`src/rtl/jtroadf_prog_remap_if.sv`:
```
// SDRAM programming port bundle: request address/data/strobe
// and the ready handshake that returns from the SDRAM side.
interface jtroadf_prog_remap_if;
    logic [21:0] prog_addr;
    logic [7:0]  prog_data;
    logic        prog_we;
    logic        prog_rdy;

    modport master (
        output prog_addr, prog_data, prog_we,
        input  prog_rdy
    );

    modport slave (
        input  prog_addr, prog_data, prog_we,
        output prog_rdy
    );
endinterface

```
`src/rtl/jtroadf_prog_remap.sv`:
```
// Road Fighter / Hyper Sports download conditioner: region swizzle,
// SDRAM write FIFO with request/ready drain, PROM strobe path.
module jtroadf_prog_remap #(
    parameter logic [21:0] SCR_START  = 22'h0,
    parameter logic [21:0] OBJ_START  = 22'h0,
    parameter logic [21:0] PCM_START  = 22'h0,
    parameter logic [24:0] PROM_START = 25'h0,
    parameter int          DEPTH      = 4
) (
    input  logic        clk,
    input  logic        rst_n,
    input  logic        downloading,
    input  logic [24:0] ioctl_addr,
    input  logic [7:0]  ioctl_dout,
    input  logic        ioctl_wr,
    jtroadf_prog_remap_if.master prog,
    output logic [10:0] prom_addr,
    output logic [7:0]  prom_data,
    output logic        prom_we,
    output logic        is_hyper,
    output logic        ovf,
    output logic        busy
);

    localparam int AW = $clog2(DEPTH);
    localparam int CW = AW + 1;

    typedef struct packed {
        logic [21:0] addr;
        logic [7:0]  data;
    } ent_t;

    typedef enum logic [1:0] {IDLE, WR, GAP} state_t;

    logic        wr_en;
    logic        in_prom;
    logic        in_scr;
    logic        in_obj;
    logic [21:0] a;
    logic [21:0] sw;
    logic [10:0] prom_off;

    assign wr_en    = ioctl_wr & downloading;
    assign in_prom  = ioctl_addr >= PROM_START;
    assign in_scr   = ioctl_addr >= {3'b0, SCR_START} &&
                      ioctl_addr <  {3'b0, OBJ_START};
    assign in_obj   = ioctl_addr >= {3'b0, OBJ_START} &&
                      ioctl_addr <  {3'b0, PCM_START};
    assign a        = ioctl_addr[21:0];
    assign prom_off = ioctl_addr[10:0] - PROM_START[10:0];

    // Bit-plane swizzle applied to the low address bits per region
    always_comb begin
        sw = a;
        unique case (1'b1)
            in_scr:  sw[3:0] = {a[2:0], ~a[3]};
            in_obj:  sw[4:0] = {a[2:0], ~a[4], ~a[3]};
            default: ;
        endcase
    end

    logic s1_vld;
    ent_t s1;

    always_ff @(posedge clk or negedge rst_n) begin
        if (!rst_n) begin
            s1_vld    <= 1'b0;
            s1        <= '0;
            prom_we   <= 1'b0;
            prom_addr <= '0;
            prom_data <= '0;
        end else begin
            s1_vld  <= wr_en & ~in_prom;
            prom_we <= wr_en & in_prom;
            if (wr_en & ~in_prom)
                s1 <= '{addr: sw, data: ioctl_dout};
            if (wr_en & in_prom) begin
                prom_addr <= prom_off;
                prom_data <= ioctl_dout;
            end
        end
    end

    always_ff @(posedge clk or negedge rst_n) begin
        if (!rst_n)
            is_hyper <= 1'b0;
        else if (prom_we && prom_addr == 11'd1)
            is_hyper <= &prom_data;
    end

    ent_t          mem [DEPTH];
    logic [AW-1:0] wr_ptr;
    logic [AW-1:0] rd_ptr;
    logic [CW-1:0] count;
    logic          full;
    logic          empty;
    logic          push;
    logic          pop;
    logic          drop;
    state_t        state;
    state_t        nxt;
    logic          load;
    ent_t          head;

    assign full  = count == CW'(DEPTH);
    assign empty = count == '0;
    assign pop   = (state == WR) & prog.prog_rdy;
    assign push  = s1_vld & (~full | pop);
    assign drop  = s1_vld & full & ~pop;
    // An empty FIFO being written this cycle forwards the new entry
    assign head  = empty ? s1 : mem[rd_ptr];

    always_ff @(posedge clk) begin
        if (push)
            mem[wr_ptr] <= s1;
    end

    always_ff @(posedge clk or negedge rst_n) begin
        if (!rst_n) begin
            wr_ptr <= '0;
            rd_ptr <= '0;
            count  <= '0;
        end else begin
            if (push)
                wr_ptr <= wr_ptr + AW'(1);
            if (pop)
                rd_ptr <= rd_ptr + AW'(1);
            case ({push, pop})
                2'b10:   count <= count + CW'(1);
                2'b01:   count <= count - CW'(1);
                default: ;
            endcase
        end
    end

    always_ff @(posedge clk or negedge rst_n) begin
        if (!rst_n)
            state <= IDLE;
        else
            state <= nxt;
    end

    always_comb begin
        nxt  = state;
        load = 1'b0;
        unique case (state)
            IDLE: if (!empty || push) begin
                nxt  = WR;
                load = 1'b1;
            end
            WR:      if (prog.prog_rdy) nxt = GAP;
            GAP:     nxt = IDLE;
            default: nxt = IDLE;
        endcase
    end

    always_ff @(posedge clk or negedge rst_n) begin
        if (!rst_n) begin
            prog.prog_addr <= '0;
            prog.prog_data <= '0;
        end else if (load) begin
            prog.prog_addr <= head.addr;
            prog.prog_data <= head.data;
        end
    end

    assign prog.prog_we = state == WR;

    logic dl_q;

    always_ff @(posedge clk or negedge rst_n) begin
        if (!rst_n) begin
            dl_q <= 1'b0;
            ovf  <= 1'b0;
        end else begin
            dl_q <= downloading;
            if (drop)
                ovf <= 1'b1;
            else if (downloading & ~dl_q)
                ovf <= 1'b0;
        end
    end

    assign busy = rst_n & (downloading | ~empty | state != IDLE);

endmodule

```
`src/flat_wrapper.sv`:
```
// flat-port wrapper written by rule: the top's interface ports become plain ports
module jtroadf_prog_remap_flat 
#(
    parameter logic [21:0] SCR_START  = 22'h0,
    parameter logic [21:0] OBJ_START  = 22'h0,
    parameter logic [21:0] PCM_START  = 22'h0,
    parameter logic [24:0] PROM_START = 25'h0,
    parameter int          DEPTH      = 4
)
  (clk, rst_n, downloading, ioctl_addr, ioctl_dout, ioctl_wr, prom_addr, prom_data, prom_we, is_hyper, ovf, busy, prog_prog_addr, prog_prog_data, prog_prog_we, prog_prog_rdy);
  jtroadf_prog_remap_if prog_i ();
  input  logic clk;
  input  logic rst_n;
  input  logic downloading;
  input  logic [24:0] ioctl_addr;
  input  logic [7:0] ioctl_dout;
  input  logic ioctl_wr;
  output logic [10:0] prom_addr;
  output logic [7:0] prom_data;
  output logic prom_we;
  output logic is_hyper;
  output logic ovf;
  output logic busy;
  output wire logic [$bits(prog_i.prog_addr)-1:0] prog_prog_addr;
  output wire logic [$bits(prog_i.prog_data)-1:0] prog_prog_data;
  output wire logic [$bits(prog_i.prog_we)-1:0] prog_prog_we;
  input wire logic [$bits(prog_i.prog_rdy)-1:0] prog_prog_rdy;
  assign prog_prog_addr = prog_i.prog_addr;
  assign prog_prog_data = prog_i.prog_data;
  assign prog_prog_we = prog_i.prog_we;
  assign prog_i.prog_rdy = prog_prog_rdy;
  jtroadf_prog_remap #(.SCR_START(SCR_START), .OBJ_START(OBJ_START), .PCM_START(PCM_START), .PROM_START(PROM_START), .DEPTH(DEPTH)) u_core (.clk(clk), .rst_n(rst_n), .downloading(downloading), .ioctl_addr(ioctl_addr), .ioctl_dout(ioctl_dout), .ioctl_wr(ioctl_wr), .prog(prog_i), .prom_addr(prom_addr), .prom_data(prom_data), .prom_we(prom_we), .is_hyper(is_hyper), .ovf(ovf), .busy(busy));
endmodule
```
`config.mk`:
```
export PLATFORM = sky130hd
export DESIGN_NAME = jtroadf_prog_remap_flat
export DESIGN_NICKNAME = d
export VERILOG_FILES = /design/src/rtl/jtroadf_prog_remap_if.sv /design/src/rtl/jtroadf_prog_remap.sv /design/src/flat_wrapper.sv
export SDC_FILE = /design/constraint.sdc
export NUM_CORES = 1
export LEC_CHECK = 0
export CORE_MARGIN = 3
export CORE_UTILIZATION = 37
export CTS_CLUSTER_SIZE = 12
export DETAILED_ROUTE_END_ITERATION = 8
export MAX_ROUTING_LAYER = met4
export PLACE_DENSITY = 0.85
export SETUP_SLACK_MARGIN = 0.05
export SYNTH_ARGS = -nofsm -noshare
export SYNTH_HDL_FRONTEND = slang
export SYNTH_SLANG_ARGS = --single-unit
```
`constraint.sdc`:
```
create_clock -name clk -period 2.9 [get_ports clk]
set_clock_uncertainty 0.2 [all_clocks]
set_input_delay 0.87 -clock clk [delete_from_list [all_inputs] [get_ports clk]]
set_output_delay 0.87 -clock clk [all_outputs]
set_load 0.01 [all_outputs]
```
After elaboration in Yosys (flattened, before gate mapping)

Memories as Yosys holds them, arrays and structs flattened.
Index checks and enable logic that the tools add are counted.

Register bits: 93
Bits in latches: 0
Memory bits (writable): 120
ROM bits: 0
Output and inout port bits: 54
Logic and storage cells: 72
Memories kept: 1

Memories:

| name       | depth | bits a word | read ports | clocked after Yosys merged registers in | write ports | RTL line                 | source |
|---|---|---|---|---|---|---|---|
| u_core.mem | 4     | 30          | 1          | 0                                       | 1           | jtroadf_prog_remap.sv:91 | `ent_t mem [DEPTH];` |

Add/subtract/negate cells: 4
Multipliers: 0
Div/mod/pow operators: 0
Order comparisons: 2
Eq/ne operators: 7
Shifts and indexed selects: 0
Muxes and demuxes: 13
Bitwise logic cells: 19
Reduce and logical (&&, ||, !) cells: 11

Operator list:

| kind                                                                                 | number |
|---|---|
| 30-bit two-way mux                                                                   | 1 |
| 25-bit by 1-bit greater-or-equal comparator with 1-bit output, second input constant | 1 |
| 25-bit by 1-bit less-than comparator with 1-bit output, second input constant        | 1 |
| 11-bit by 1-bit == test with 1-bit output, second input constant                     | 1 |
| 1-bit bitwise AND                                                                    | 9 |
| 4-bit one-hot mux with 2 select lines                                                | 1 |
| 8-bit AND reduction                                                                  | 1 |
| 1-bit two-way mux                                                                    | 7 |
| 1-bit NOT                                                                            | 7 |
| 3-bit one-hot mux with 2 select lines                                                | 1 |
| 2-bit nonzero test                                                                   | 3 |
| 2-bit by 1-bit adder with 2-bit output, second input constant                        | 2 |
| 2-bit by 1-bit == test with 1-bit output, second input constant                      | 2 |
| 2-bit two-way mux                                                                    | 2 |
| 2-bit by 1-bit inequality test with 1-bit output, second input constant              | 2 |
| 2-bit one-hot mux with 2 select lines                                                | 1 |
| 3-bit by 1-bit adder with 3-bit output, second input constant                        | 1 |
| 3-bit == test, second input constant                                                 | 1 |
| 3-bit zero test                                                                      | 1 |
| 1-bit OR                                                                             | 3 |
| 3-bit by 1-bit subtractor with 3-bit output, second input constant                   | 1 |
| 2-bit == test, second input constant                                                 | 1 |
| 1-bit logical AND                                                                    | 2 |
| 2-bit zero test                                                                      | 1 |
| other kinds (3)                                                                      | 3 |

Logic depth before layout (Yosys ltp)

Depth after elaboration: 7
Gate-level depth with buffers: 5
Gate-level depth less buffers: 5

Least setup slack after synthesis

OpenSTA, ideal clock, no wires.

Path type: in2out
From: input downloading
To: output busy
Arrival time: 1.267 ns
Data required time: 1.830 ns
Setup slack: 0.563 ns
Stages: 1
Buffers on the path: 0
Cells stage by stage: o41a_1

Cells in the longest elaborated chain, start to end: 3

Ends and longest elaborated chain:

| what                  | RTL line                  | source |
|---|---|---|
| start: declaration    | flat_wrapper.sv:14        | `input logic downloading;` |
| 1-bit OR (2 in a row) | jtroadf_prog_remap.sv:184 | `assign busy = rst_n & (downloading \| ~empty \| state != IDLE);` |
| 1-bit bitwise AND     | jtroadf_prog_remap.sv:184 |  |
| end: declaration      | flat_wrapper.sv:23        | `output logic busy;` |

Every way passes these cells.

Worst setup path in the final report

From: input rst_n
To: output busy

Cells in the longest elaborated chain, start to end: 1

Ends and longest elaborated chain:

| what               | RTL line                  | source |
|---|---|---|
| start: declaration | flat_wrapper.sv:13        | `input logic rst_n;` |
| 1-bit bitwise AND  | jtroadf_prog_remap.sv:184 |  |

Every way passes these cells.

==> results.json <==
{
  "ctsRootBufferMaster": "clkbuf_4",
  "synth_top_area_share_pct": 50.6,
  "avgViaCountPerCell": 4.18,
  "place.gp.congestion": 0.697,
  "fin_ws_ns": 0.204,
  "antenna_found_initial": 0,
  "wl_mm": 2.40,
  "grt_max_degree": 27,
  "n_antenna_cell": 0,
  "clk-insertion-delay-late_ns": 0.32,
  "met3_wirelength_um": 220,
  "pre_cts_ws_ns": -0.310,
  "required_ns": 1.83,
  "syn_inst": 105,
  "multi_input_area_sq_um": 489,
  "rsz0062_at_grt": "false",
  "final_cells": 197,
  "ios": 92,
  "dp_hpwl_mm": 1.95,
  "dp_cells": 193,
  "area_growth_syn_to_layout_pct": 34.3,
  "tns_ns": 0,
  "cp_max_fo": 2,
  "synth_area_sq_um": 1290,
  "clkTransAtPathRegs_ns": 0.15,
  "drive_above_1_share_pct": 17.0,
  "synth_seq_area_share_pct": 50.6,
  "cts_sinks": 26,
  "async_flop_share_pct": 100,
  "numPortBuffers": 46,
  "leakage_nw": 0.777,
  "final_nets": 194,
  "cellPowerDensity_nw_per_um2": 609,
  "start_util_pct": 40.5,
  "numCtsBuffers": 3,
  "dieArea_sq_um": 4220,
  "drcViolationCount": 0,
  "highest_layer": "met4",
  "wl_met1_um": 986,
  "post_drt_wl_per_cell_um": 12.2,
  "hold_viol_final": 0,
  "clockBufferDepth": 2,
  "grt_util_all_layers_pct": 11.9,
  "num_vias": 823,
  "worstSetupPathType": "in2out",
  "startpoint_type": "input port",
  "firstDrtPassIters": 4,
  "netlist-cell-type-count": 21,
  "end_kind": "primary output",
  "die_h_um": 65.0,
  "synth_area_leaders": "dfrtp_1 (51%), buf_4 (18%), mux2_2 (17%), ha_1 (1.9%), nor4b_1 (1.4%)",
  "grt_pass1_vias": 827,
  "period_minus_slack_ns": 2.70,
  "yosysMostFrequentCell": "buf_4",
  "seqCellArea_sq_um": 651,
  "drt_iter0_markers": 4,
  "grt_overflow": 0,
  "htree_levels": 1,
  "ys.flop_type": "dfrtp_1",
  "fillers": 290,
  "slew_violations": 0,
  "drtAntennaViolNets": 0,
  "core-area_sq_um": 3180,
  "yosysWarnings": 0,
  "ir_worst_vdd_uv": 390,
  "synth-edff-count": 0,
  "hold_class": "reg2reg",
  "yosys.area.top_type": "dfrtp_1",
  "status": "finished clean",
  "syn-mean-instance-area_sq_um": 12.2,
  "arrival_ns": 1.63,
  "fin_crit_sh_pct": 93.0,
  "cts_tree": "done",
  "wl_met2_mm": 1.18,
  "yosys_register_bits": 26,
  "synth_common_cells": "buf_4 (31), dfrtp_1 (26), mux2_2 (19)",
  "grt_pass1_wl_mm": 3.80,
  "die_width_um": 65.0,
  "post_cts_buffers": 0,
  "fmax_ghz": 0.371,
  "setup_viol": 0,
  "maxCapViolCount": 0,
  "num_rows": 20
}
-- cell usage in the layout (no fill, tap or decap) --
master	instances
nand4_1	2
bufinv_16	1
nor4b_1	2
clkdlybuf4s50_1	44
conb_1	31
nor2b_1	1
a211oi_1	1
buf_4	2
a21oi_1	1
nand2b_1	1
mux2_2	19
nand2_1	2
o41a_1	1
and3b_1	1
xnor2_1	2
nor4_1	1
nand3_1	1
buf_2	1
ha_1	2
nor2_1	3
dlygate4sd2_1	1
mux2_1	1
inv_1	3
dfrtp_1	26
clkbuf_4	3
-- kinds of logic after synthesis --
| group | share of synthesized area [%] |
|---|---|
| other cells | 0.292 |
| flops | 50.6 |
| simple gates | 6.32 |
| buf+inv | 20.1 |
| compound gates | 1.85 |
| xor+xnor | 1.36 |
| mux | 17.5 |
| fa+ha+maj | 1.95 |
-- worst paths after layout --
kind / from / to / depth (start not counted) / slack, ns
max: rst_n / busy / 3 / 0.20
min: u_core.state[1] / u_core.state[0] / 1 / 0.30
max reg2reg: u_core.prom_addr[2] / u_core.is_hyper / 3 / 1.35
min reg2reg: u_core.state[1] / u_core.state[0] / 1 / 0.30
max in group asynchronous: rst_n / u_core.prom_addr[3] / 2 / 1.50
min in group asynchronous: rst_n / u_core.state[1] / 2 / 0.74
-- power by group --
| part | switching, mW | internal (mW) | leakage [nW] |
|---|---|---|---|
| clock network | 0.109 | 0.140 | 0.0279 |
| logic | 0.132 | 0.182 | 0.440 |
| registers | 0.0541 | 0.435 | 0.309 |
-- registers in the layout (all words and copies together) (netlist names) --
name              count
u_core.count          3
u_core.is_hyper       1
u_core.prom_addr     11
u_core.prom_data      8
u_core.prom_we        1
u_core.state          2
-- layout make-up --
cell class	instances	area share, %
multi-input combinational	72	28.3
tap	44	3.19
inverter	3	0.652
clock buffer	3	1.30
timing repair buffer	48	27.2
clock inverter	1	1.74
sequential	26	37.7
-- routing by layer --
metal / up-vias / global-route usage [%]
met5: - / -
met1: 382 / 14.5
met2: 50 / 19.9
met4: 0 / 3.17
li1: 389 / -
met3: 2 / 2.60
-- timing repair --
action | 4_1_cts | 5_1_grt
resized for setup | 5 | 0
setup endpoints to repair | 1 | 0
hold buffers | 0 | 0
-- critical path, stage by stage --
cell and delay, ns:
clkdlybuf4s50_1 0.49, o41a_1 0.14, buf_2 0.13
-- metrics by stage --
step           area [sq um]  utilization [%]  hold WS (ns)  total power, mW
2_1_floorplan          1400                -         0.236            0.678
3_3_place_gp           1680             52.9         0.253            0.801
3_5_place_dp           1680             52.9         0.270            0.817
4_1_cts                1730             54.4         0.293             1.06
5_1_grt                1730             54.4         0.312             1.11
6_report               1730             54.4         0.296             1.05
No activity file was read; power rests on OpenSTA's default activity.
